===== config.mk =====
export PLATFORM = sky130hd
export DESIGN_NAME = updown_counter_mod
export DESIGN_NICKNAME = d
export VERILOG_FILES = /design/src/rtl/counter_pkg.sv /design/src/rtl/tc_detect.sv /design/src/rtl/updown_counter_mod.sv
export SDC_FILE = /design/constraint.sdc
export NUM_CORES = 1
export LEC_CHECK = 0
export CORE_UTILIZATION = 35
export CTS_CLUSTER_SIZE = 24
export DETAILED_ROUTE_END_ITERATION = 10
export GPL_TIMING_DRIVEN = 0
export SETUP_SLACK_MARGIN = 0.5
export SLEW_MARGIN = 20
export SYNTH_ARGS = -nofsm -noshare
export SYNTH_HDL_FRONTEND = slang
export SYNTH_SLANG_ARGS = --single-unit

===== constraint.sdc =====
create_clock -name pulse -period 3 [get_ports pulse]
set_input_delay 0.6 -clock pulse [delete_from_list [all_inputs] [get_ports pulse]]
set_output_delay 0.6 -clock pulse [all_outputs]
set_load 0.02 [all_outputs]

===== src/rtl/counter_pkg.sv =====
// Shared definitions for the counter family: direction encodings and the
// load clamp used wherever a parallel-load value must stay inside the modulus.
package counter_pkg;

    localparam logic DIR_UP   = 1'b1;
    localparam logic DIR_DOWN = 1'b0;

    // Returns min(value, modulus-1) so a loaded value never leaves 0..modulus-1.
    function automatic logic [31:0] clamp_load(input logic [31:0] value,
                                               input int unsigned modulus);
        return (value < modulus) ? value : (modulus - 1);
    endfunction

endpackage


===== src/rtl/tc_detect.sv =====
// Terminal-count detector: flags "at the limit in the current direction"
// (top value when counting up, zero when counting down). Not reset-gated,
// so cascade controllers can apply their own qualification.
module tc_detect
    import counter_pkg::*;
#(
    parameter int unsigned WIDTH   = 5,
    parameter int unsigned MODULUS = 32
) (
    input  logic [WIDTH-1:0] s,
    input  logic             up,
    input  logic             en,
    output logic             tc
);

    localparam logic [WIDTH-1:0] MAX_VAL = WIDTH'(MODULUS - 1);

    // Limit detection in the active direction, qualified by the enable.
    always_comb begin
        if (up == DIR_UP) tc = en && (s == MAX_VAL);
        else              tc = en && (s == '0);
    end

endmodule


===== src/rtl/updown_counter_mod.sv =====
// Synchronous up/down modulo counter with parallel load, count enable and
// cascade carry. Priority per edge: load > en > hold.
// Build option: define UPDOWN_COUNTER_SATURATE_EN to make the counter stop at
// its limits instead of wrapping (wrap is then never asserted).
module updown_counter_mod
    import counter_pkg::*;
#(
    parameter int unsigned WIDTH   = 5,
    parameter int unsigned MODULUS = 32
) (
    input  logic             pulse,
    input  logic             reset,
    input  logic             en,
    input  logic             up,
    input  logic             load,
    input  logic [WIDTH-1:0] load_val,
    output logic [WIDTH-1:0] s,
    output logic             tc,
    output logic             wrap
);

    localparam logic [WIDTH-1:0] MAX_VAL = WIDTH'(MODULUS - 1);
    localparam logic [WIDTH:0]   MOD_EXT = (WIDTH + 1)'(MODULUS);

    logic [WIDTH-1:0] s_next;
    logic             wrap_next;
    logic [WIDTH:0]   s_inc;
    logic [WIDTH:0]   s_dec;
    logic             tc_raw;

    tc_detect #(
        .WIDTH   (WIDTH),
        .MODULUS (MODULUS)
    ) u_tc_detect (
        .s  (s),
        .up (up),
        .en (en),
        .tc (tc_raw)
    );

    // Terminal count is combinational so it can feed the next stage's en on
    // the same edge; forced low while reset is asserted.
    assign tc = reset && tc_raw;

    // One extra bit exposes overflow past MODULUS-1 and the borrow below zero.
    assign s_inc = {1'b0, s} + (WIDTH + 1)'(1);
    assign s_dec = {1'b0, s} - (WIDTH + 1)'(1);

    // Next-state mux: load, then count in the selected direction, else hold.
    // NOTE: every output of this block gets a default first; a path that left
    // one unassigned would infer a latch.
    always_comb begin
        s_next    = s;
        wrap_next = 1'b0;
        if (load) begin
            s_next = WIDTH'(clamp_load(32'(load_val), MODULUS));
        end else if (en) begin
            if (up == DIR_UP) begin
                if (s_inc >= MOD_EXT) begin
`ifdef UPDOWN_COUNTER_SATURATE_EN
                    s_next    = MAX_VAL;
`else
                    s_next    = '0;
                    wrap_next = 1'b1;
`endif
                end else begin
                    s_next = s_inc[WIDTH-1:0];
                end
            end else begin
                if (s_dec[WIDTH]) begin
`ifdef UPDOWN_COUNTER_SATURATE_EN
                    s_next    = '0;
`else
                    s_next    = MAX_VAL;
                    wrap_next = 1'b1;
`endif
                end else begin
                    s_next = s_dec[WIDTH-1:0];
                end
            end
        end
    end

    // State register; asynchronous reset clears count and wrap immediately.
    // NOTE: non-blocking assignments here so every register samples the
    // pre-edge values, keeping all bits updating on the same edge.
    always_ff @(posedge pulse or negedge reset) begin
        if (!reset) begin
            s    <= '0;
            wrap <= 1'b0;
        end else begin
            s    <= s_next;
            wrap <= wrap_next;
        end
    end

endmodule


==> results of run 1 <==
[synth_stat cells, drive strengths merged, types with 2 or more instances]
| master | instances |
|---|---|
| nor4 | 2 |
| xnor2 | 2 |
| inv | 2 |
| and3 | 2 |
| ha | 3 |
| o21ai | 4 |
| buf | 3 |
| nor2 | 8 |
| a21oi | 7 |
| nor3 | 2 |
| a31oi | 3 |
| nand2 | 2 |
| dfrtp | 6 |
[worst reg2reg max path: stages (launching register included)]
cell and delay (ns):
dfrtp_1 0.47, ha_1 0.26, and3_1 0.18, ha_1 0.26, a31oi_1 0.14, a21oi_1 0.08
[registers in the layout, summed over array words and instances, names as in the netlist]
name  count
s         5
wrap      1
[cell families (layout without fill, tap and decap cells)]
| kind of cell | count (synthesis) | in the layout |
|---|---|---|
| flip-flops | 6 | 6 |
| adder cells (fa/ha/maj) | 3 | 3 |
| buffers and inverters | 6 | 24 |
| AO/OA/AOI/OAI | 20 | 20 |
| AND/OR/NAND/NOR | 19 | 19 |
| multiplexers | 1 | 1 |
| XOR/XNOR | 3 | 3 |
[final cells by class]
| cell class | count | share of cell area |
|---|---|---|
| Multi-Input combinational cell | 46 | 0.429 |
| Buffer | 4 | 0.0645 |
| Inverter | 2 | 0.0110 |
| Tap cell | 15 | 0.0276 |
| Clock buffer | 3 | 0.0331 |
| Timing Repair Buffer | 15 | 0.214 |
| Sequential cell | 6 | 0.221 |
[stage by stage]
step	utilization	worst slack, ns
after floorplan	-	1.00
after CTS	0.525	0.523
after global placement	0.509	0.311
after global routing	0.522	0.590
after detailed placement	0.509	0.304
final	0.522	0.672
[cells in the final DEF, fill, tap and decap left out, drive strengths merged]
master,n
nor2,8
o21ai,4
buf,3
and4,1
inv,2
clkbuf,5
nand2,2
nor4,2
nand2b,1
mux2,1
o21a,1
a21o,1
clkdlybuf4s50,14
a31oi,3
ha,3
a21oi,7
nor3,2
xor2,1
a32oi,1
a21boi,1
xnor2,2
and3,2
dfrtp,6
o31ai,1
nand3,1
a211oi,1
[metal layers]
layer | up-vias | track usage
met5 | - | 0
met4 | 0 | 0.0259
met3 | 0 | 0.0909
met2 | 20 | 0.279
met1 | 223 | 0.248
li1 | 250 | -
[timing repair]
| action | 4_1_cts | 5_1_grt |
|---|---|---|
| hold buffers | 0 | 0 |
| resized for setup | 1 | 2 |
| endpoints found under the setup margin | 1 | 1 |
[power by group]
part / leakage, uW / total [uW] / internal (uW) / switching [uW]
Clock: 0.0000138 / 73.2 / 45.2 / 28.1
Combinational: 0.000204 / 112 / 58.4 / 54.1
Sequential: 0.0000732 / 106 / 90.4 / 15.4
Total: 0.000291 / 292 / 194 / 97.5
[final timing paths]
| path | endpoint | slack (ns) | depth (start not counted) |
|---|---|---|---|
| max reg2reg | s[4] | 1.49 | 5 |
| min | s[4] | 0.61 | 1 |
| min reg2reg | s[2] | 0.73 | 4 |
| min in group pulse | s[0] | 0.62 | 2 |
| max in group asynchronous | s[0] | 2.16 | 1 |
| max | tc | 0.67 | 6 |
==> results_dict.tcl, run 1 <==
set metrics [dict create \
    status "completed" \
    worstMarginPinSlew_ns 0.304 \
    io_buffers 15 \
    rows 13 \
    dpl.hpwl_um 811 \
    slew-limit-headroom 0.796 \
    die_h_um 39.5 \
    async_reset_ff_frac 1.00 \
    synthAdderAreaFrac 0.0761 \
    cts-root-buf "clkbuf_4" \
    postPlaceCellArea_um2 662 \
    gp_congestion 0.780 \
    dp_cells 88 \
    grt-ovfl-total 0 \
    nets 91 \
    r2r_start "s[1]" \
    post_cts_buffers 0 \
    power_leakage_uw 0.000291 \
    route.met3.wl_um 84 \
    max_stage_delay_ns 0.49 \
    fmax_mhz 429 \
    syn-cell-area_um2 493 \
    skew_ns 0.00328 \
    multi_input_area_um2 292 \
    syn_inst 58 \
    yosys.area_share.xor_xnor 0.0533 \
    crit_chain "clkdlybuf4s50_1 -> buf_4 -> nor2_1 -> a32oi_1 -> nor2_1 -> clkbuf_2" \
    synth_top_family_by_area "compound AO/OA/AOI/OAI gates" \
    top_layer_used "met3" \
    synth_edf_count 0 \
    ys.warnings.count 0 \
    vias 493 \
    path_clk_slew_ns 0.04 \
    synth-compound-area-share 0.244 \
    fin_cells 91 \
    powerDensity_nw_per_um2 429 \
    wirelength_um 1120 \
    finalMaxSlewViolations 0 \
    crit_buf_inv 3 \
    cp_max_fo 10 \
    clk_latency_ns 0.24 \
    grt_usage 0.188 \
    die_w_um 39.5 \
    core_um2 1300 \
    power.total_uw 292 \
    muxShareOfSynthArea 0.0228 \
    hold_viol_final 0 \
    cts_tree "done" \
    crit_arrival_ns 1.73 \
    area_growth_pct 37.8 \
    synth.distinct_cells 28 \
    grt_pass1_wl_um 1880 \
    ios 17 \
    fin_setup_tns_ns 0 \
    drtIter0Drc 14 \
    avgSynthCellArea_um2 8.50 \
    min_period_over_period 0.776 \
    drc 0 \
    grt_antenna_before_repair 0 \
    holdWs_ns 0.610 \
    synthSimpleGateAreaFrac 0.195 \
    start_util 0.379 \
    cp_slowest_cell "clkdlybuf4s50_1" \
    hp-class "input pin to asynchronous set/reset pin" \
    avgViaCountPerCell 5.42 \
    dieArea_um2 1560 \
    met1Wirelength_um 537 \
    cp-start-kind "input pin" \
    path_class "input pin to primary output" \
    avgRoutedWirePerCell_um 12.3 \
    yosysSeqAreaShare 0.305 \
    wl_met2_um 497 \
    required_ns 2.40 \
    synth_ff_type "dfrtp_1" \
    grt_pass1_vias 410 \
    n_fill_cell 137 \
    synth_top_area_frac 0.305 \
    rsz0062_at_grt "false" \
    numCtsBuffers 3 \
    critPathCaptureType "primary output" \
    final_area_um2 679 \
    irDropWorstVdd_uv 342 \
    clock_sinks 6 \
    antenna_violating_nets_post_route 0 \
    min_period_ns 2.33 \
    crit_path_frequent_cell "nor2_1" \
    regArea_um2 150 \
    first_pass_iters 4 \
    grt_max_degree 11 \
    antenna_cells 0 \
    critical_path.startpoint "up" \
    cts_max_level 1 \
    drive_above_1_share 0.145 \
    maxCapViolations 0 \
    syn_nets 71 \
    crit_family "buffers and inverters" \
    synth_area_leader_cell "dfrtp_1" \
    synth_seq_cells 6 \
    setup_viol 0 \
    yosys-top-cells-area "dfrtp_1 (30%), ha_1 (7.6%), a21oi_1 (7.1%)" \
    clk_path_buf_depth 2 \
]
Power figures use the tool's default switching activity.
==> run 2: changes to the inputs <==
==> constraint.sdc (replaced) <==
create_clock -name pulse -period 2.4 [get_ports pulse]
set_input_delay 0.48 -clock pulse [delete_from_list [all_inputs] [get_ports pulse]]
set_output_delay 0.48 -clock pulse [all_outputs]
set_load 0.02 [all_outputs]
==> run 2 against run 1 <==
Effect of this change: sequential share of layout area is 1.1 points lower; register-to-register slack worse by 0.55 ns; critical path depth stayed put; total power is 29% higher; sequential power is 23% higher; die area stayed put; core utilization is 3.7 points higher; clock power is 27% higher; clock-buffer cell count stayed put; wire length is 7.2% higher.
==> results_dict.tcl, run 2 (synthesis results as in run 1) <==
set metrics [dict create \
    powerDensity_nw_per_um2 519 \
    layout_commonest_cell "clkdlybuf4s50_1" \
    hp-class "input pin to asynchronous set/reset pin" \
    largest_reg_flops 5 \
    cp_max_fo 3 \
    worstMarginPinSlew_ns 0.304 \
    layout_top_registers "s (5), wrap (1)" \
    drc 0 \
    area_growth_pct 47.5 \
    core_um2 1300 \
    skew_ns 0.00461 \
    grt_pass1_wl_um 1910 \
    status "completed" \
    final_area_um2 727 \
    grt_usage 0.191 \
    antenna_violating_nets_post_route 0 \
    rows 13 \
    grt_pass1_vias 418 \
    path_clk_slew_ns 0.05 \
    clock_sinks 6 \
    io_buffers 15 \
    wirelength_um 1200 \
    min_period_ns 1.98 \
    rr_endpoint "s[3]" \
    cts_max_level 1 \
    vias 497 \
    max_stage_delay_ns 0.40 \
    slew-limit-headroom 0.797 \
    ios 17 \
    rr_worst_depth 5 \
    gp_congestion 0.780 \
    die_w_um 39.5 \
    clk_path_buf_depth 2 \
    maxCapViolations 0 \
    cp-start-kind "flip-flop" \
    required_ns 1.92 \
    cts_tree "done" \
    die_h_um 39.5 \
    r2r_start "s[1]" \
    hold_buffers 0 \
    top_register "s" \
    clk_latency_ns 0.25 \
    antenna_cells 0 \
    critPathCaptureType "primary output" \
    crit_chain "ha_2 -> and3_4 -> ha_4 -> a32oi_1 -> nor2_1 -> buf_4" \
    fmax_mhz 506 \
    dp_slack_ns -0.0556 \
    grt_max_degree 11 \
    layout_common_cells "clkdlybuf4s50_1 (12), nor2_1 (8), a21oi_1 (7)" \
    avgRoutedWirePerCell_um 12.9 \
    cp_slowest_cell "dfrtp_1" \
    dieArea_um2 1560 \
    crit_family "flip-flops" \
    numCtsBuffers 3 \
    avgViaCountPerCell 5.34 \
    min_period_over_period 0.823 \
    holdWs_ns 0.0986 \
    dpl.hpwl_um 811 \
    drtIter0Drc 11 \
    finalWorstSetupSlack_ns 0.424 \
    first_pass_iters 4 \
    hold_viol_final 0 \
    drive_above_1_share 0.244 \
    power_leakage_uw 0.000305 \
    rrSetupSlack_ns 0.94 \
    rsz0062_at_grt "true" \
    setup_viol 0 \
    irDropWorstVdd_uv 414 \
    grt-ovfl-total 0 \
    crit_buf_inv 1 \
    postPlaceCellArea_um2 662 \
    grt_antenna_before_repair 0 \
    path_class "flip-flop to primary output" \
    finalMaxSlewViolations 0 \
    nets 93 \
    cts-root-buf "clkbuf_4" \
    start_util 0.379 \
    crit_arrival_ns 1.50 \
]
[run 2: cell types whose count changed in the layout (fill, tap and decap cells not counted)]
cell / before / now
ha_4: 0 / 1
dfrtp_2: 0 / 2
dlymetal6s2s_1: 0 / 1
ha_2: 0 / 2
and3_1: 1 / 0
buf_6: 2 / 3
clkdlybuf4s50_1: 14 / 12
buf_4: 1 / 3
dlygate4sd2_1: 0 / 1
dfrtp_1: 6 / 4
ha_1: 3 / 0
clkbuf_2: 1 / 0
and3_4: 0 / 1
[run 2: through the flow]
step / TNS [ns] / power, uW / instances / util
after detailed placement: -0.0556 / 275 / 88 / 0.509
after CTS: 0 / 379 / 93 / 0.554
final: 0 / 377 / 93 / 0.559
after floorplan: 0 / 218 / 58 / -
after global placement: -0.0493 / 274 / 88 / 0.509
after global routing: 0 / 407 / 93 / 0.559
[run 2: layer usage]
layer	track usage	wire length [um]
met1	0.252	564
met2	0.287	553
met3	0.0909	81
met4	0.0259	0
met5	0	0
[run 2: timing repair]
action,CTS,global route
setup endpoints to repair,1,2
buffers inserted,2,0
pin swaps,4,0
gates resized for setup,12,3
[run 2: worst max-delay path by stage]
stage / to / start / depth (start not counted)
after floorplan: tc / s[1] / 5
after global placement: tc / reset / 4
after detailed placement: tc / up / 6
after CTS: tc / s[0] / 6
final: tc / s[0] / 6
after global routing: tc / s[0] / 6
[run 2: final cells by class]
type / count / area (um2)
Inverter: 2 / 7.51
Timing Repair Buffer: 17 / 164
Buffer: 4 / 47.5
Clock buffer: 3 / 22.5
Multi-Input combinational cell: 46 / 314
Sequential cell: 6 / 153
Tap cell: 15 / 18.8
Fill cell: 131 / 574
[run 2: power by group]
| part | internal, uW | switching (uW) |
|---|---|---|
| Combinational | 79.7 | 75.0 |
| Clock | 56.5 | 36.1 |
| Sequential | 114 | 16.0 |
[run 2: worst reg2reg max path, cell delays in order (launching register included)]
cell and delay, ns:
dfrtp_2 0.40, buf_4 0.16, nor4_1 0.27, o21ai_1 0.12
xnor2_1 0.14, mux2_2 0.26
